<file path="config.mk">
export PLATFORM = sky130hd
export DESIGN_NAME = repairval_partner_responder
export DESIGN_NICKNAME = d
export VERILOG_FILES = /design/src/rtl/repairval_partner_responder.sv
export SDC_FILE = /design/constraint.sdc
export NUM_CORES = 1
export LEC_CHECK = 0
export CAP_MARGIN = 15
export CORE_MARGIN = 2
export CORE_UTILIZATION = 57
export CTS_CLUSTER_DIAMETER = 200
export DETAILED_ROUTE_END_ITERATION = 8
export GPL_TIMING_DRIVEN = 0
export PLACE_DENSITY = 0.86
export SLEW_MARGIN = 20
export SYNTH_ARGS = -nofsm -noshare
export SYNTH_HDL_FRONTEND = slang
export SYNTH_SLANG_ARGS = --single-unit
</file>
<file path="constraint.sdc">
create_clock -name CLK -period 3.9 [get_ports CLK]
set_input_delay 0.78 -clock CLK [delete_from_list [all_inputs] [get_ports CLK]]
set_output_delay 0.78 -clock CLK [all_outputs]
set_load 0.1 [all_outputs]
</file>
<file path="src/rtl/repairval_partner_responder.sv">
// rtl/repairval_partner_responder.sv - responder half of the MBINIT.REPAIRVAL sideband handshake
// Answers init/result/done requests and logs the valid-lane pass/fail result between init and result.
module repairval_partner_responder #(
  parameter int PATTERN_LEN = 128,
  parameter int ERR_THRESH  = 0,
  parameter int TIMEOUT_CYC = 8000
) (
  input  logic       CLK,
  input  logic       rst,
  input  logic       i_REPAIRVAL_en,
  input  logic [3:0] i_Rx_SbMessage,
  input  logic       i_msg_valid,
  input  logic       i_Busy_SideBand,
  input  logic       i_falling_edge_busy,
  input  logic       i_val_sample_valid,
  input  logic       i_val_sample_match,
  output logic [3:0] o_TX_SbMessage,
  output logic       o_ValidOutData,
  output logic       o_VAL_Rx_En,
  output logic       o_VAL_Result,
  output logic       o_VAL_Result_logged,
  output logic       o_train_error_req,
  output logic       o_REPAIRVAL_rx_end
);
  localparam int CW = ($clog2(PATTERN_LEN + 1) > 8) ? $clog2(PATTERN_LEN + 1) : 8;
  localparam int TW = $clog2(TIMEOUT_CYC + 1);

  localparam logic [3:0] MSG_INIT_REQ    = 4'd1;
  localparam logic [3:0] MSG_INIT_RESP   = 4'd2;
  localparam logic [3:0] MSG_RESULT_REQ  = 4'd3;
  localparam logic [3:0] MSG_RESULT_RESP = 4'd4;
  localparam logic [3:0] MSG_DONE_REQ    = 4'd5;
  localparam logic [3:0] MSG_DONE_RESP   = 4'd6;

  typedef enum logic [3:0] {
    IDLE, WAIT_INIT, BUSY_INIT, SEND_INIT, RX_PATTERN, BUSY_RESULT,
    SEND_RESULT, WAIT_DONE, BUSY_DONE, SEND_DONE, DONE, ERROR
  } state_e;

  state_e        state, next_state;
  logic [CW-1:0] sample_cnt, err_cnt, sample_cnt_nx, err_cnt_nx;
  logic [TW-1:0] timer;
  logic          take_sample, pass_now, timed_out, wait_state;
  logic          is_init_req, is_result_req, is_done_req, any_req;
  logic [3:0]    tx_msg_nx;
  logic          valid_nx, result_nx, logged_nx;

  // err_cnt can never pass sample_cnt, so saturating sample_cnt also bounds err_cnt
  assign take_sample   = (state == RX_PATTERN) && i_val_sample_valid && (int'(sample_cnt) < PATTERN_LEN);
  assign sample_cnt_nx = sample_cnt + CW'(take_sample);
  assign err_cnt_nx    = err_cnt + CW'(take_sample && !i_val_sample_match);
  assign pass_now      = (int'(sample_cnt_nx) == PATTERN_LEN) && (int'(err_cnt_nx) <= ERR_THRESH);

  assign is_init_req   = i_msg_valid && (i_Rx_SbMessage == MSG_INIT_REQ);
  assign is_result_req = i_msg_valid && (i_Rx_SbMessage == MSG_RESULT_REQ);
  assign is_done_req   = i_msg_valid && (i_Rx_SbMessage == MSG_DONE_REQ);
  assign any_req       = is_init_req || is_result_req || is_done_req;
  assign wait_state    = (state == WAIT_INIT) || (state == RX_PATTERN) || (state == WAIT_DONE);
  assign timed_out     = wait_state && (timer == TW'(TIMEOUT_CYC - 1));

  always_comb begin
    next_state = state;
    tx_msg_nx  = 4'd0;
    valid_nx   = 1'b0;
    result_nx  = o_VAL_Result;
    logged_nx  = o_VAL_Result_logged;
    if (!i_REPAIRVAL_en) begin
      next_state = IDLE;
    end else begin
      case (state)
        IDLE:        next_state = WAIT_INIT;
        WAIT_INIT:   if (is_init_req) next_state = BUSY_INIT;
                     else if (any_req || timed_out) next_state = ERROR;
        BUSY_INIT:   if (!i_Busy_SideBand) next_state = SEND_INIT;
        SEND_INIT:   if (i_falling_edge_busy) next_state = RX_PATTERN;
        RX_PATTERN:  if (is_result_req) next_state = BUSY_RESULT;
                     else if (any_req || timed_out) next_state = ERROR;
        BUSY_RESULT: if (!i_Busy_SideBand) next_state = SEND_RESULT;
        SEND_RESULT: if (i_falling_edge_busy) next_state = WAIT_DONE;
        WAIT_DONE:   if (is_done_req) next_state = BUSY_DONE;
                     else if (any_req || timed_out) next_state = ERROR;
        BUSY_DONE:   if (!i_Busy_SideBand) next_state = SEND_DONE;
        SEND_DONE:   if (i_falling_edge_busy) next_state = DONE;
        DONE:        next_state = DONE;
        ERROR:       next_state = ERROR;
        default:     next_state = IDLE;
      endcase
    end

    case (next_state)
      SEND_INIT:   tx_msg_nx = MSG_INIT_RESP;
      SEND_RESULT: tx_msg_nx = MSG_RESULT_RESP;
      SEND_DONE:   tx_msg_nx = MSG_DONE_RESP;
      default:     tx_msg_nx = 4'd0;
    endcase
    valid_nx = (tx_msg_nx != 4'd0) && (next_state != state);

    if (next_state == IDLE) begin
      result_nx = 1'b0;
      logged_nx = 1'b0;
    end else if (state == RX_PATTERN && next_state == BUSY_RESULT) begin
      result_nx = pass_now;
      logged_nx = 1'b1;
    end
  end

  always_ff @(posedge CLK or posedge rst) begin
    if (rst) begin
      state               <= IDLE;
      sample_cnt          <= '0;
      err_cnt             <= '0;
      timer               <= '0;
      o_TX_SbMessage      <= 4'd0;
      o_ValidOutData      <= 1'b0;
      o_VAL_Rx_En         <= 1'b0;
      o_VAL_Result        <= 1'b0;
      o_VAL_Result_logged <= 1'b0;
      o_train_error_req   <= 1'b0;
      o_REPAIRVAL_rx_end  <= 1'b0;
    end else begin
      state               <= next_state;
      o_TX_SbMessage      <= tx_msg_nx;
      o_ValidOutData      <= valid_nx;
      o_VAL_Rx_En         <= (next_state == RX_PATTERN);
      o_VAL_Result        <= result_nx;
      o_VAL_Result_logged <= logged_nx;
      o_train_error_req   <= (next_state == ERROR) && (state != ERROR);
      o_REPAIRVAL_rx_end  <= (next_state == DONE);
      if (next_state != state || !wait_state) timer <= '0;
      else                                    timer <= timer + TW'(1);
      if (next_state == RX_PATTERN && state != RX_PATTERN) begin
        sample_cnt <= '0;
        err_cnt    <= '0;
      end else begin
        sample_cnt <= sample_cnt_nx;
        err_cnt    <= err_cnt_nx;
      end
    end
  end
endmodule

</file>
* Yosys cells after proc, flatten, opt, wreduce, memory -nomap -nowiden
Cells that the tools add are included.
** Operators by class
- Add/sub/neg operators :: 3
- Multipliers :: 0
- Divide/modulo/power cells :: 0
- Magnitude comparators :: 2
- Eq/ne operators :: 26
- Shifts and indexed selects :: 0
- Muxes and demuxes :: 20
- Bitwise operators :: 0
- Reduce and logical (&&, ||, !) cells :: 24
** Operators with widths (count)
- $pmux W4 S12 :: 1
- $mux W4 :: 11
- $eq A4 B3 Y1 const B :: 8
- $eq A4 B4 Y1 const B :: 7
- $add A8 B1 Y8 :: 2
- $eq A4 B2 Y1 const B :: 4
- $mux W8 :: 2
- $add A13 B1 Y13 const B :: 1
- $eq A13 B13 Y1 const B :: 1
- $mux W13 :: 1
- $logic_and A1 B1 Y1 :: 12
- $pmux W3 S3 :: 1
- $eq A4 B1 Y1 const B :: 2
- $eq A8 B8 Y1 const B :: 1
- $le A8 B1 Y1 const B :: 1
- $logic_not A4 Y1 :: 2
- $lt A8 B8 Y1 const B :: 1
- $logic_or A1 B1 Y1 :: 6
- $mux W1 :: 4
- $ne A4 B3 Y1 const B :: 1
- $ne A4 B4 Y1 :: 1
- $ne A4 B4 Y1 const B :: 1
- $reduce_bool A4 Y1 :: 1
- $logic_not A1 Y1 :: 2
- $reduce_bool A2 Y1 :: 1
** Word-level totals
- Register bits after elaboration :: 43
- Latch bits :: 0
- Memory bits (writable) :: 0
- ROM bits :: 0
- Input port bits :: 12
- Memories :: 0

* Longest topological paths before layout
Gate-level depths: netlist of the first run.
- Depth after elaboration :: 13
- Gate-level depth with buffers :: 11
- Gate-level depth less buffers :: 10

* Worst setup path after synthesis of the first run
OpenSTA, ideal clock, no wires.
- Kind :: reg-to-reg
- Start :: reg state[3]
- End :: reg o_VAL_Result
- Library setup time :: 0.078 ns
- Arrival time :: 2.994 ns
- Required time :: 3.822 ns
- Setup slack :: 0.829 ns
- Cell stages (with the launch flop) :: 12
- Buffers on the path :: 2
- Period minus slack after synthesis :: 3.071 ns
- Cells stage by stage :: dfrtp_1 -> buf_6 -> or4b_4 -> nor3b_1 -> ha_1 -> and3_1 -> clkbuf_1 -> mux2_1 -> o21ai_0 -> or3b_1 -> or4_1 -> a21oi_1
** Between the ends
- Longest elaborated chain between the ends :: 12
** Ends and longest elaborated chain
- start, declared :: RTL line 40 : state_e state, next_state;
- start signal, assigned :: RTL line 121 : state <= next_state;
- parallel branches: the longest is 12 deep, another holds $add A8 B1 Y8
- end signal, assigned :: RTL line 125 : o_VAL_Result <= result_nx;
- end, declared :: RTL line 20 : output logic o_VAL_Result,
Parallel ways; which one is timed is not known. The select of a mux whose other input is x is not followed.
A chain may end at the register's enable or synchronous reset.

* Worst setup path after layout of the first run
- Start :: reg state[0]
- End :: reg o_VAL_Result
Same word-level chain as after synthesis.

==> results.py, run 1 <==
metrics = {
    "detailed_routing": {
        "drt_iter0_markers": 135,
        "wire_per_inst_um": 14.6,
        "first_pass_iters": 4,
        "detail_route.wirelength_um": 5020,
        "via_per_inst": 5.85,
        "remaining_drc_errors": 0,
        "antenna_left": 0,
        "vias": 2014,
    },
    "place": {
        "io_buffers": 19,
        "place_congestion": 0.913,
        "hpwlAfterDp_um": 3740,
        "pre_cts_ws_ns": 0.249,
        "dp_cells": 336,
        "place_area_um2": 2770,
    },
    "global_route": {
        "grt_overflow": 0,
        "grt_pass1_wl_um": 8910,
        "track_usage_pct": 22.6,
        "grt_max_degree": 23,
        "antenna_found_initial": 0,
        "grt_pass1_vias": 1950,
    },
    "worst_setup_path": {
        "worstSetupStartpointType": "register",
        "path_class": "register to register",
        "crit_fanout": 7,
        "r2r-start": "state[0]$_DFF_PP0_",
        "cp.arrival_ns": 3.68,
        "reg2reg_to": "o_VAL_Result$_DFFE_PP0P_",
        "ff2ff_setup_slack_ns": 0.44,
        "reg2reg_depth": 10,
        "worstSetupEndpointType": "register",
        "critical_path_required_ns": 4.12,
    },
    "clock_network": {
        "clk_pin_slew_ns": 0.08,
        "hold_buffers": 0,
        "worstSkewPairLatency_ns": 0.30,
        "cts_buffer_depth": 2,
        "cts_buffers": 5,
        "cts_setup_buffers": 0,
        "root_buffer": "clkbuf_8",
        "cts.sinks": 41,
        "post_cts_resized": 0,
        "htreeDepth": 2,
        "cts_tree": "built",
    },
    "die": {
        "floorplan.initialDensity_pct": 60.7,
        "die_x_um": 70.0,
        "rows": 23,
        "die_height_um": 70.0,
        "ioPinCount": 22,
        "core_area_um2": 4090,
        "dieArea_um2": 4900,
    },
    "cells_and_area": {
        "syn2layout_area_growth_pct": 16.1,
        "postLayoutCoreUtil_pct": 70.5,
        "fill_cells": 322,
        "nets": 310,
        "n_antenna_cell": 0,
        "stdcell_area_um2": 2880,
        "final_cells": 344,
        "layout-drive-gt1-share_pct": 7.82,
    },
    "sta": {
        "min_period_ns": 3.46,
        "finalWorstSetupSlack_ns": 0.440,
        "fin_skew_ns": 0.0135,
        "period_share_pct": 88.7,
        "hold_viol": 0,
        "drv_slew": 0,
        "worstMarginPinSlew_ns": 0.971,
        "finalSetupViolCount": 0,
        "hold_slack_ns": 0.480,
        "slew_headroom_pct": 35.1,
        "setup_tns_ns": 0,
        "rsz0062_at_grt": "no",
        "fmax_mhz": 289,
    },
    "min_path": {
        "hold_end": "timer[0]$_DFF_PP0_",
        "min_from": "timer[0]$_DFF_PP0_",
        "hold_path_depth": 1,
        "min_path_type": "register to register",
    },
    "pwr": {
        "power.internal_mw": 0.689,
        "seq_power_share_pct": 48.3,
        "switchingPower_mw": 0.220,
        "p_clk_share_pct": 38.8,
        "switching_share_pct": 24.2,
        "p_total_mw": 0.909,
        "cellLeakagePower_nw": 1.31,
        "vdd_drop_max_mv": 0.220,
        "power_frac_comb_pct": 13.0,
        "power_density_nw_per_um2": 315,
    },
    "synth": {
        "synth_area_leaders": "dfrtp_1, nor2_1, xnor2_1",
        "ys_seq_area_share_pct": 41.3,
        "syn_area_um2": 2480,
        "yosysMostFrequentCell": "dfrtp_1",
        "netlist.area_leader.share_pct": 41.3,
        "netlist_instances": 265,
        "yosysWarnings": 0,
        "synth-async-reset-ratio_pct": 100,
        "ys_types": 61,
        "synthFlopType": "dfrtp_1",
        "synth_area_leader_cell": "dfrtp_1",
        "synth_common_cells": "dfrtp_1, nor2_1, nand2_1, xnor2_1, nand3_1",
        "synth_edf_count": 0,
        "yosys_register_bits": 41,
        "avgSynthCellArea_um2": 9.37,
    },
    "flow_run": {
        "drv_cap": 0,
    },
    "run_status": {
        "status": "finished, final reports clean",
    },
}
[kinds of logic after synthesis]
kind of cell               Yosys count  synth area share (%)
buffers and inverters               23                  4.33
and+or+nand+nor                    119                  26.5
xor gates and xnor gates            24                  8.47
adders and majority gates            6                  2.92
AOI/OAI and AO/OA                   50                  15.8
DFF                                 41                  41.3
other                                1                 0.151
muxes                                1                 0.454
[registers in the layout, indices dropped and copies added, names as in the netlist]
name,flops
state,4
err_cnt,8
timer,13
o_train_error_req,1
o_VAL_Rx_En,1
o_VAL_Result,1
sample_cnt,8
o_ValidOutData,1
o_TX_SbMessage,2
o_REPAIRVAL_rx_end,1
o_VAL_Result_logged,1
[metal layers]
layer,global-route usage (%),up-vias,share of wire (%)
met5,0,-,0
met4,7.05,0,1.6
met3,5.34,8,5.3
met2,37.5,53,48
met1,29.4,958,45
li1,-,995,-
[critical path, cell delays in order, from the launching register on]
cell      delay [ns]
dfrtp_1         0.45
or4b_4          0.59
nor3b_1         0.32
ha_1            0.23
and3_1          0.15
clkbuf_1        0.22
mux2_1          0.35
o21ai_0         0.16
or3b_1          0.36
or4_1           0.40
a21oi_1         0.16
[power groups by stage]
stage	registers [mW]	logic [mW]	clock network, mW
CTS	0.439	0.119	0.358
global route	0.440	0.131	0.381
global placement	0.447	0.112	0
finish	0.439	0.118	0.352
detailed placement	0.447	0.118	0
floorplan	0.450	0.0787	0
[cells in the final DEF, fill, tap and decap left out, types with 3 or more instances in the layout]
cell type	Yosys	layout
clkbuf_8	0	6
nand2b_1	3	3
nand2_1	16	16
dfrtp_1	41	41
inv_1	8	7
clkbuf_1	8	9
a31oi_1	4	4
o21a_1	3	3
nand4_1	4	4
nor2b_1	10	10
xor2_1	11	11
ha_1	5	5
and3_1	11	11
xnor2_1	13	13
o21ai_0	5	5
nand3_1	12	12
nor2_1	33	33
nor3_1	3	3
buf_4	3	3
a21oi_1	6	6
clkdlybuf4s50_1	0	19
and2_1	6	6
and4_1	3	3
o211ai_1	8	8
[how the worst max path moves through the flow]
stage / from / endpoint / slack (ns) / cells after the start
3_3_place_gp: i_val_sample_valid / o_VAL_Result$_DFFE_PP0P_ / 0.32 / 10
2_1_floorplan: state[3]$_DFF_PP0_ / o_VAL_Result$_DFFE_PP0P_ / 0.83 / 11
4_1_cts: state[0]$_DFF_PP0_ / o_VAL_Result$_DFFE_PP0P_ / 0.42 / 10
3_5_place_dp: i_val_sample_valid / o_VAL_Result$_DFFE_PP0P_ / 0.25 / 10
5_1_grt: state[0]$_DFF_PP0_ / o_VAL_Result$_DFFE_PP0P_ / 0.16 / 10
6_report: state[0]$_DFF_PP0_ / o_VAL_Result$_DFFE_PP0P_ / 0.44 / 10
[final cells by class]
cell class	instances	area (um^2)	area share, %
clock inverter	1	30.0	1.04
tap	50	62.6	2.17
inverter	9	33.8	1.17
multi-input combinational	202	1350	46.9
sequential	41	1030	35.6
timing repair buffer	20	218	7.55
buffer	14	73.8	2.56
clock buffer	7	86.3	2.99
(Power assumes the default switching activity.)
==> run 2, diff against run 1 <==
- CELL_PAD_IN_SITES_DETAIL_PLACEMENT: unset -> 0
- CELL_PAD_IN_SITES_GLOBAL_PLACEMENT: unset -> 2
- CORE_UTILIZATION: 57 -> 36
- GPL_TIMING_DRIVEN: 0 -> unset
==> run 2 against run 1 <==
Effect of this change:
- sequential share of layout area up 0.76 points
- combinational power about the same
- total power down 9.5%
- count of clock-buffer cells in the layout down 1
- global-route usage down 8.0 points
- core utilization down 29 points
==> results.py, run 2 (synthesis gave the netlist of run 1 again) <==
metrics = {
    "worst_setup_path": {
        "slowest_delay_ns": 0.58,
        "crit_family": "simple AND/OR/NAND/NOR gates",
        "critical_path_required_ns": 4.12,
        "cp_common_cell": "ha_1",
        "path_buf_inv": 0,
        "r2r-start": "state[0]$_DFF_PP0_",
        "reg2reg_depth": 10,
        "path_cells": "or4b_4 > nor3b_1 > nor2b_1 > ha_1 > ha_1 > and3_1 > a31oi_1 > or3b_1 > or4_1 > a21oi_1",
        "startpoint": "state[0]$_DFF_PP0_",
        "cp.arrival_ns": 3.45,
        "worstSetupEndpointType": "register",
        "worstSetupStartpointType": "register",
        "worstSetupPathDepth": 10,
        "crit_fanout": 7,
        "path_class": "register to register",
        "slowest_stage": "or4b_4",
    },
    "pwr": {
        "cellLeakagePower_nw": 1.27,
        "power_density_nw_per_um2": 292,
        "vdd_drop_max_mv": 0.179,
    },
    "die": {
        "die_x_um": 87.0,
        "dieArea_um2": 7580,
        "ioPinCount": 22,
        "floorplan.initialDensity_pct": 36.9,
        "die_height_um": 87.0,
        "rows": 30,
        "core_area_um2": 6720,
    },
    "cells_and_area": {
        "largest-register": "timer",
        "layout-drive-gt1-share_pct": 7.04,
        "final_common_cell": "dfrtp_1",
        "syn2layout_area_growth_pct": 13.7,
        "top_regs": "timer x13, err_cnt x8, sample_cnt x8",
        "largest_register_ffs": 13,
        "nets": 300,
        "n_antenna_cell": 0,
        "mostFrequentLayoutCells": "dfrtp_1, nor2_1, clkdlybuf4s50_1",
        "postLayoutCoreUtil_pct": 42.0,
    },
    "place": {
        "hpwlAfterDp_um": 3670,
        "io_buffers": 19,
        "place_congestion": 0.758,
    },
    "clock_network": {
        "post_cts_resized": 0,
        "worstSkewPairLatency_ns": 0.30,
        "hold_buffers": 0,
        "cts_buffer_depth": 2,
        "cts.sinks": 41,
        "cts_setup_buffers": 0,
        "cts_buffers": 5,
        "root_buffer": "clkbuf_8",
        "clk_pin_slew_ns": 0.08,
        "htreeDepth": 2,
        "cts_tree": "built",
    },
    "global_route": {
        "track_usage_pct": 14.7,
        "grt_overflow": 0,
        "grt_pass1_vias": 1856,
        "grt_pass1_wl_um": 8680,
        "grt_max_degree": 42,
        "antenna_found_initial": 0,
    },
    "sta": {
        "min_period_ns": 3.23,
        "slew_headroom_pct": 34.9,
        "finalSetupViolCount": 0,
        "setup_tns_ns": 0,
        "fmax_mhz": 310,
        "period_share_pct": 82.8,
        "drv_slew": 0,
        "hold_viol": 0,
        "rsz0062_at_grt": "no",
        "fin_skew_ns": 0.00769,
        "worstMarginPinSlew_ns": 0.973,
    },
    "detailed_routing": {
        "via_per_inst": 5.34,
        "first_pass_iters": 4,
        "remaining_drc_errors": 0,
        "vias": 1945,
        "detail_route.wirelength_um": 5140,
        "wire_per_inst_um": 14.1,
        "drt_iter0_markers": 55,
        "antenna_left": 0,
    },
    "min_path": {
        "min_from": "timer[0]$_DFF_PP0_",
        "hold_path_depth": 1,
        "min_path_type": "register to register",
    },
    "flow_run": {
        "drv_cap": 0,
    },
    "run_status": {
        "status": "finished, final reports clean",
    },
}
-- run 2: cell types whose count changed in the layout (fill, tap and decap cells not counted), sizes merged --
| cell | delta |
|---|---|
| buf | -2 |
| clkbuf | -9 |
| clkinv | +2 |
| bufinv | -1 |
-- run 2: worst paths after layout --
| check | slack [ns] | to |
|---|---|---|
| worst min register to register | 0.49 | timer[0]$_DFF_PP0_ |
| max in group asynchronous | 2.63 | state[0]$_DFF_PP0_ |
| worst max-delay path | 0.67 | o_VAL_Result$_DFFE_PP0P_ |
| worst min-delay path | 0.49 | timer[0]$_DFF_PP0_ |
| worst max register to register | 0.67 | o_VAL_Result$_DFFE_PP0P_ |
| min in group asynchronous | 0.91 | timer[9]$_DFF_PP0_ |
-- run 2: final cells by class --
cell class	count	area [um^2]
fillers	653	3900
multi-input cells	202	1350
flip-flops and latches	41	1030
repair buffers	24	228
well taps	80	100
clock buffers	6	72.6
inverters	9	33.8
clock inverters	2	10.0
-- run 2: metrics by stage --
stage | hold slack, ns | area (um^2) | instances | setup WS (ns) | power (mW)
global placement | 0.476 | 2740 | 356 | 0.455 | 0.562
CTS | 0.496 | 2820 | 364 | 0.666 | 0.838
finish | 0.494 | 2820 | 364 | 0.669 | 0.823
global route | 0.519 | 2820 | 364 | 0.434 | 0.865
floorplan | 0.445 | 2490 | 266 | 0.829 | 0.529
detailed placement | 0.485 | 2740 | 356 | 0.443 | 0.562
-- run 2: where the power goes --
group	switching (mW)	leakage [nW]	internal [mW]
Combinational	0.0718	0.661	0.0432
Sequential	0.00458	0.567	0.433
Clock	0.147	0.0450	0.124
-- run 2: routing by layer --
metal	track usage, %	vias up	part of all wire, %
li1	-	974	-
met1	19.9	930	49
met2	23.2	34	46
met3	3.22	7	3.7
met4	4.69	0	1.3
met5	0	-	0
